**src/rtl/uart_pkg.sv**
```systemverilog
// rtl/uart_pkg.sv - shared UART timing defaults, FSM state encoding and parity helper
package uart_pkg;

   localparam int DEF_CLKS_PER_BIT = 16;
   localparam int DEF_DATA_BITS    = 8;
   localparam int MAX_DATA_BITS    = 8;

   typedef enum logic [2:0] {
      ST_IDLE,
      ST_START,
      ST_DATA,
      ST_PARITY,
      ST_STOP
   } uart_state_e;

   // Parity over a zero-extended data word; odd=1 inverts even parity.
   function automatic logic calc_parity(input logic [MAX_DATA_BITS-1:0] data, input logic odd);
      return (^data) ^ odd;
   endfunction

endpackage

```
**src/rtl/uart_baud_cnt.sv**
```systemverilog
// rtl/uart_baud_cnt.sv - bit-period counter with sync clear and end-of-bit pulse
module uart_baud_cnt
   import uart_pkg::*;
#(
   parameter int CLKS_PER_BIT = DEF_CLKS_PER_BIT
) (
   input  logic clk,
   input  logic rst,
   input  logic clr,
   input  logic en,
   output logic bit_end
);

   localparam int CNT_W = $clog2(CLKS_PER_BIT);
   localparam logic [CNT_W-1:0] CNT_LAST = CNT_W'(CLKS_PER_BIT - 1);

   logic [CNT_W-1:0] cnt_q;
   logic [CNT_W-1:0] cnt_d;

   // High on the last clock of a bit period, so the owner advances on the wrap edge.
   assign bit_end = en && !clr && (cnt_q == CNT_LAST);

   // Count 0..CLKS_PER_BIT-1 while enabled, wrap to zero, clear takes priority.
   always_comb begin
      cnt_d = cnt_q;
      if (clr) begin
         cnt_d = '0;
      end else if (en) begin
         cnt_d = (cnt_q == CNT_LAST) ? '0 : cnt_q + CNT_W'(1);
      end
   end

   // Counter register.
   always_ff @(posedge clk) begin
      if (rst) begin
         cnt_q <= '0;
      end else begin
         cnt_q <= cnt_d;
      end
   end

endmodule

```
**src/rtl/uart_tx.sv**
```systemverilog
// rtl/uart_tx.sv - UART transmitter with one-deep holding register for gapless frames
module uart_tx
   import uart_pkg::*;
#(
   parameter int CLKS_PER_BIT = DEF_CLKS_PER_BIT,
   parameter int DATA_BITS    = DEF_DATA_BITS,
   parameter int PARITY_EN    = 0,
   parameter int PARITY_ODD   = 0,
   parameter int STOP_BITS    = 1
) (
   input  logic                 clk,
   input  logic                 rst,
   input  logic [DATA_BITS-1:0] tx_data,
   input  logic                 tx_valid,
   output logic                 tx_ready,
   output logic                 txd,
   output logic                 tx_busy,
   output logic                 tx_done
);

   localparam int BIT_W = $clog2(DATA_BITS);
   localparam logic [BIT_W-1:0] BIT_LAST  = BIT_W'(DATA_BITS - 1);
   localparam logic             STOP_LAST = 1'(STOP_BITS - 1);

   uart_state_e          state_q, state_d;
   logic [DATA_BITS-1:0] hold_q, hold_d;
   logic                 hold_full_q, hold_full_d;
   logic [DATA_BITS-1:0] shift_q, shift_d;
   logic [DATA_BITS-1:0] data_q, data_d;
   logic [BIT_W-1:0]     bit_idx_q, bit_idx_d;
   logic                 stop_idx_q, stop_idx_d;
   logic                 txd_q, txd_d;
   logic                 tx_done_q, tx_done_d;

   logic accept;
   logic bit_end;
   logic parity_bit;

   assign accept     = tx_valid && !hold_full_q;
   assign parity_bit = calc_parity(MAX_DATA_BITS'(data_q), PARITY_ODD != 0);

   assign tx_ready = !hold_full_q;
   assign txd      = txd_q;
   assign tx_busy  = (state_q != ST_IDLE);
   assign tx_done  = tx_done_q;

   uart_baud_cnt #(
      .CLKS_PER_BIT(CLKS_PER_BIT)
   ) u_baud (
      .clk     (clk),
      .rst     (rst),
      .clr     (state_q == ST_IDLE),
      .en      (state_q != ST_IDLE),
      .bit_end (bit_end)
   );

   // Next-state logic; txd is computed for the state being entered so the line stays registered.
   always_comb begin
      state_d     = state_q;
      hold_d      = hold_q;
      hold_full_d = hold_full_q;
      shift_d     = shift_q;
      data_d      = data_q;
      bit_idx_d   = bit_idx_q;
      stop_idx_d  = stop_idx_q;
      txd_d       = txd_q;
      tx_done_d   = 1'b0;

      // Accept and drain are mutually exclusive because tx_ready is low while full.
      if (accept) begin
         hold_d      = tx_data;
         hold_full_d = 1'b1;
      end

      case (state_q)
         ST_IDLE: begin
            if (hold_full_q) begin
               state_d     = ST_START;
               shift_d     = hold_q;
               data_d      = hold_q;
               hold_full_d = 1'b0;
               txd_d       = 1'b0;
            end
         end
         ST_START: begin
            if (bit_end) begin
               state_d   = ST_DATA;
               bit_idx_d = '0;
               txd_d     = shift_q[0];
               shift_d   = shift_q >> 1;
            end
         end
         ST_DATA: begin
            if (bit_end) begin
               if (bit_idx_q == BIT_LAST) begin
                  stop_idx_d = 1'b0;
                  if (PARITY_EN != 0) begin
                     state_d = ST_PARITY;
                     txd_d   = parity_bit;
                  end else begin
                     state_d = ST_STOP;
                     txd_d   = 1'b1;
                  end
               end else begin
                  bit_idx_d = bit_idx_q + BIT_W'(1);
                  txd_d     = shift_q[0];
                  shift_d   = shift_q >> 1;
               end
            end
         end
         ST_PARITY: begin
            if (bit_end) begin
               state_d    = ST_STOP;
               stop_idx_d = 1'b0;
               txd_d      = 1'b1;
            end
         end
         ST_STOP: begin
            if (bit_end) begin
               if (stop_idx_q == STOP_LAST) begin
                  tx_done_d = 1'b1;
                  if (hold_full_q) begin
                     state_d     = ST_START;
                     shift_d     = hold_q;
                     data_d      = hold_q;
                     hold_full_d = 1'b0;
                     txd_d       = 1'b0;
                  end else begin
                     state_d = ST_IDLE;
                     txd_d   = 1'b1;
                  end
               end else begin
                  stop_idx_d = stop_idx_q + 1'b1;
               end
            end
         end
         default: begin
            state_d = ST_IDLE;
            txd_d   = 1'b1;
         end
      endcase
   end

   // State and datapath registers; reset aborts any frame in flight.
   always_ff @(posedge clk) begin
      if (rst) begin
         state_q     <= ST_IDLE;
         hold_q      <= '0;
         hold_full_q <= 1'b0;
         shift_q     <= '0;
         data_q      <= '0;
         bit_idx_q   <= '0;
         stop_idx_q  <= 1'b0;
         txd_q       <= 1'b1;
         tx_done_q   <= 1'b0;
      end else begin
         state_q     <= state_d;
         hold_q      <= hold_d;
         hold_full_q <= hold_full_d;
         shift_q     <= shift_d;
         data_q      <= data_d;
         bit_idx_q   <= bit_idx_d;
         stop_idx_q  <= stop_idx_d;
         txd_q       <= txd_d;
         tx_done_q   <= tx_done_d;
      end
   end

endmodule

```
**config.mk**
```make
export PLATFORM = sky130hd
export DESIGN_NAME = uart_tx
export DESIGN_NICKNAME = d
export VERILOG_FILES = /design/src/rtl/uart_pkg.sv /design/src/rtl/uart_baud_cnt.sv /design/src/rtl/uart_tx.sv
export SDC_FILE = /design/constraint.sdc
export NUM_CORES = 1
export LEC_CHECK = 0
export BUFFER_PORTS_ARGS = -buffer_cell sky130_fd_sc_hd__buf_2
export CAP_MARGIN = 20
export CORE_ASPECT_RATIO = 1.75
export CORE_MARGIN = 2
export CORE_UTILIZATION = 50
export CTS_BUF_LIST = sky130_fd_sc_hd__clkbuf_4 sky130_fd_sc_hd__clkbuf_8
export DETAILED_ROUTE_END_ITERATION = 7
export HOLD_SLACK_MARGIN = 0.15
export PLACE_DENSITY = 0.74
export SYNTH_ARGS = -nofsm -noshare
export SYNTH_HDL_FRONTEND = slang
export SYNTH_SLANG_ARGS = --single-unit
```
**constraint.sdc**
```tcl
create_clock -name clk -period 2.45 [get_ports clk]
set_input_delay 0.735 -clock clk [delete_from_list [all_inputs] [get_ports clk]]
set_output_delay 0.735 -clock clk [all_outputs]
set_load 0.005 [all_outputs]
```
=== Word level (Yosys, flattened, before mapping) ===
Index checks and enable logic that the tools add are counted.

* Register bits after elaboration: 30
* Latch bits: 0
* RAM bits: 0
* Bits in read-only memories: 0
* Input bits: 11
* Logic and storage cells: 87
* Memories: 0

* Add/subtract/negate cells: 3
* Multiply operators: 0
* Divide/modulo/power cells: 0
* Order comparisons: 0
* Eq/ne operators: 14
* Shift operators: 0
* Mux-type cells: 42
* Bitwise logic cells: 2
* Reduce and logical (&&, ||, !) cells: 17

{| class="wikitable"
|+ Operators with widths
! operator !! count
|-
| two-way mux 8 bit || 6
|-
| case mux 8 bit (4 select lines) || 1
|-
| two-way mux 3 bit || 10
|-
| two-way mux 1 bit || 19
|-
| inequality test 2 bit (second input constant) || 8
|-
| case mux 3 bit (5 select lines) || 1
|-
| AND reduction 6 bit || 2
|-
| AND reduction 7 bit || 1
|-
| equality test 3 x 2 -> 1 bit (second input constant) || 2
|-
| equality test 3 bit (second input constant) || 2
|-
| case mux 3 bit (2 select lines) || 1
|-
| nonzero test 3 bit || 2
|-
| case mux 1 bit (5 select lines) || 1
|-
| AND reduction 5 bit || 1
|-
| adder 4 x 1 -> 4 bit (second input constant) || 1
|-
| equality test 4 bit (second input constant) || 1
|-
| two-way mux 4 bit || 1
|-
| AND reduction 4 bit || 1
|-
| nonzero test 4 bit || 1
|-
| adder 3 x 1 -> 3 bit (second input constant) || 1
|-
| equality test 3 x 1 -> 1 bit (second input constant) || 1
|-
| logical AND 1 bit || 3
|-
| logical NOT 3 bit || 1
|-
| case mux 1 bit (3 select lines) || 1
|-
| other kinds (7) || 9
|}

=== Longest topological paths before layout ===
* Depth in word-level cells: 7
* Gate-level depth with buffers: 6
* Gate-level depth less buffers: 6

=== By module ===
A second synthesis with hierarchy kept.

* Cell total of the unflattened synthesis: 155
* Area, all modules: 1,427.6 µm²

{| class="wikitable"
|+ By module, submodules not included
! module !! times used !! cells each !! area an instance (µm²)
|-
| uart_tx || 1 || 136 || 1,246.2
|-
| uart_baud_cnt || 1 || 19 || 181.4
|}

=== Worst setup path after synthesis ===
Ideal clock, no wire load.

* Path kind: register to register
* Start: reg bit_idx_q[0]
* End: reg shift_q[0]
* Library setup time: 0.091 ns
* Arrival: 1.711 ns
* Slack: 0.649 ns
* Cell stages (with the launch flop): 7
* Clock period less this slack: 1.801 ns
* Cell sequence: dfxtp_1 > ha_1 > ha_1 > or3b_4 > a211oi_4 > nor3_1 > a311oi_1

* Cells in the longest elaborated chain, start to end: 3

{| class="wikitable"
|+ Ends and longest elaborated chain
! item !! line !! source
|-
| start: declaration || uart_tx.sv:30 || <nowiki>logic [BIT_W-1:0] bit_idx_q, bit_idx_d;</nowiki>
|-
| start signal: assignment || uart_tx.sv:162 || <nowiki>bit_idx_q <= bit_idx_d;</nowiki>
|-
| equality test 3 bit || uart_tx.sv:95 || <nowiki>if (bit_idx_q == BIT_LAST) begin</nowiki>
|-
| inequality test 2 bit (no line) || n/a ||
|-
| AND reduction 6 bit (no line) || n/a ||
|-
| end signal: assignment || uart_tx.sv:160 || <nowiki>shift_q <= shift_d;</nowiki>
|-
| end: declaration || uart_tx.sv:28 || <nowiki>logic [DATA_BITS-1:0] shift_q, shift_d;</nowiki>
|}

Every way passes these cells.
A chain may end at the register's enable or synchronous reset.

=== Worst setup path after layout ===
* Start: reg bit_idx_q[0]
* End: reg shift_q[6]

The elaborated chain is that of the path after synthesis.

==> impl_metrics.json <==
{
  "cts_tree": "done",
  "row_count": 24,
  "dr.first_iter.drc_count": 16,
  "top_usage_layer": "met2",
  "cts_buffers": 5,
  "ff2ff_setup_slack_ps": 390,
  "crit_top_cell": "ha_1",
  "gp_congestion": 0.775,
  "whs_ps": 454,
  "die_w_um": 42.5,
  "hold_violations": 0,
  "status": "finished, final reports clean",
  "max-clock-path-buffers": 2,
  "dieHeight_um": 71.3,
  "ir_drop_v": 0.000428,
  "max_stage_delay_ps": 450,
  "ctsResizeCount": 0,
  "crit_path_end_kind": "register",
  "grt_pass1_wl_um": 4800,
  "grt_util_met2_pct": 34.9,
  "drv_cap": 0,
  "postCtsSetupBuffers": 0,
  "antenna_found_initial": 0,
  "arrival_ps": 2240,
  "rsz0062_at_grt": "no",
  "clkTransAtPathRegs_ps": 60,
  "drc": 0,
  "nets": 182,
  "crit_required_ps": 2630,
  "synth-seq-cells": 29,
  "rr_endpoint": "shift_q[6]",
  "grt_pass1_vias": 1156,
  "fmax_mhz": 486,
  "use_met3_pct": 6.80,
  "area_growth_pct": 12.5,
  "power_density_nw_per_um2": 696,
  "p_leak_nw": 0.556,
  "rr_startpoint": "bit_idx_q[0]",
  "hold_start": "hold_q[2]",
  "worstSetupPathType": "reg2reg",
  "hold_class": "reg2reg",
  "min_path_cells": 2,
  "synth_top_cell_area_share_pct": 44.8,
  "hpwlAfterDp_um": 1830,
  "grtUsageMet1_pct": 22.2,
  "slew_viol_final": 0,
  "syn_area_sq_um": 1290,
  "relSlewSlack_pct": 57.2,
  "first_pass_iters": 4,
  "critPathMaxFanout": 9,
  "fin_crit_ps": 2060,
  "finClkSkew_ps": 5.29,
  "htree_levels": 2,
  "post-place-ws_ps": 418,
  "hold_end": "hold_q[2]",
  "grtUsageTotal_pct": 20.8,
  "drive_gt1_share_pct": 16.2,
  "synth_top_cell_by_area": "dfxtp_1",
  "syn_inst": 154,
  "dp_cells": 186,
  "cts-root-buf": "clkbuf_8",
  "cts.sinks": 29,
  "wl_um": 2650,
  "setup.worst_path.start_class": "register",
  "yosysUniqueCellTypes": 35,
  "postCtsHoldBufs": 0,
  "io_pins": 15,
  "final_cell_mix": "dfxtp_1 (29), nand2_1 (28), nor3_1 (15)",
  "min_period_over_period_pct": 84.0,
  "setup_violations": 0,
  "ant_nets": 0,
  "worstSkewPairLatency_ps": 280,
  "wl_per_cell_um": 13.7,
  "finalCoreUtilization_pct": 59.1,
  "grt_max_degree": 27,
  "seq_area_frac_synth_pct": 44.8,
  "final_common_cell": "dfxtp_1",
  "fp.coreArea_sq_um": 2460,
  "worstMarginPinSlew_ps": 637,
  "grt_overflow": 0,
  "antennaDiodeCount": 0,
  "port-buffer-count": 14,
  "fin_tns_setup_ps": 0,
  "vias_per_cell": 5.81,
  "synth.area.top_cells": "dfxtp_1 (45%), nand2_1 (8.1%), nor3_1 (5.8%)",
  "crit_slowest_cell": "a211oi_4",
  "syn_avg_cell_area_sq_um": 8.41,
  "worst_slack_ps": 391,
  "fin_cells": 193,
  "vias": 1121,
  "rr_worst_depth": 6,
  "yosys_warnings": 0,
  "crit_chain": "ha_1 > ha_1 > or3b_4 > a211oi_4 > nor3_1 > a311oi_1",
  "syn-num-nets": 169,
  "initial_core_util_pct": 52.6,
  "die_area_sq_um": 3030
}
[stage by stage]
| step | power, W | instance area, sq um |
|---|---|---|
| after global routing | 0.00106 | 1460 |
| after detailed placement | 0.000624 | 1370 |
| after global placement | 0.000619 | 1370 |
| after CTS | 0.00102 | 1460 |
| final | 0.00101 | 1460 |
| after floorplan | 0.000596 | 1290 |
[critical path, delay by kind of cell (launching register included)]
kind / cells / cell delay [ps]
AND/OR/NAND/NOR: 2 / 510
flip-flops: 1 / 320
adder cells (fa/ha/maj): 2 / 400
AO/OA/AOI/OAI: 2 / 720
[state kept, by name, summed over array words and instances, names as in the netlist]
name	count
tx_done	1
hold_q	8
bit_idx_q	3
shift_q	8
u_baud.cnt_q	4
state_q	3
txd	1
hold_full_q	1
[metal layers]
| layer | vias to the layer above | part of all wire [%] |
|---|---|---|
| met5 | - | 0 |
| met4 | 0 | 2.6 |
| met3 | 8 | 4.7 |
| met2 | 32 | 53 |
| met1 | 507 | 40 |
| li1 | 574 | - |
[cells in the mapped netlist, drive strengths merged]
cell type / instances
a211o: 1
a311oi: 7
ha: 4
nand3: 4
nand2b: 3
nor2b: 1
a211oi: 2
o22ai: 1
a21boi: 2
inv: 3
a21o: 1
o21ai: 9
xnor2: 2
buf: 2
a22oi: 2
or3b: 2
and3: 1
or3: 1
nor2: 9
nor3: 15
nand2: 28
nor4b: 1
clkbuf: 7
or2: 1
o32a: 1
dfxtp: 29
a21oi: 13
xor2: 1
o221ai: 1
[cell type report]
cell class,count,area (sq um)
Tap cell,26,32.5
Sequential cell,29,581
Timing Repair Buffer,15,77.6
Clock buffer,7,90.1
Fill cell,229,1010
Multi-Input combinational cell,113,664
Inverter,3,11.3
[cells by family (layout without fill, tap and decap cells)]
family | count (synthesis) | after routing | synth area share, %
buffers and inverters | 12 | 25 | 3.86
AO/OA/AOI/OAI | 40 | 40 | 21.7
adder cells (fa/ha/maj) | 4 | 4 | 3.86
XOR/XNOR | 3 | 3 | 2.03
AND/OR/NAND/NOR | 66 | 66 | 23.7
flip-flops | 29 | 29 | 44.8
[worst max-delay path by stage]
| stage | depth (start not counted) | to | slack [ps] | from |
|---|---|---|---|---|
| 5_1_grt | 6 | shift_q[7] | 290 | bit_idx_q[0] |
| 4_1_cts | 6 | shift_q[6] | 380 | bit_idx_q[0] |
| 2_1_floorplan | 6 | shift_q[0] | 650 | bit_idx_q[0] |
| 3_3_place_gp | 6 | shift_q[7] | 530 | bit_idx_q[0] |
| 6_report | 6 | shift_q[6] | 390 | bit_idx_q[0] |
| 3_5_place_dp | 6 | shift_q[6] | 420 | bit_idx_q[0] |
[power by group]
group | leakage [nW] | switching (W) | internal (W) | total, W
Combinational | 0.272 | 0.0000579 | 0.0000413 | 0.0000993
Sequential | 0.237 | 0.0000182 | 0.000497 | 0.000515
Clock | 0.0477 | 0.000166 | 0.000233 | 0.000399
Total | 0.556 | 0.000242 | 0.000772 | 0.00101
Power figures use the tool's default switching activity.
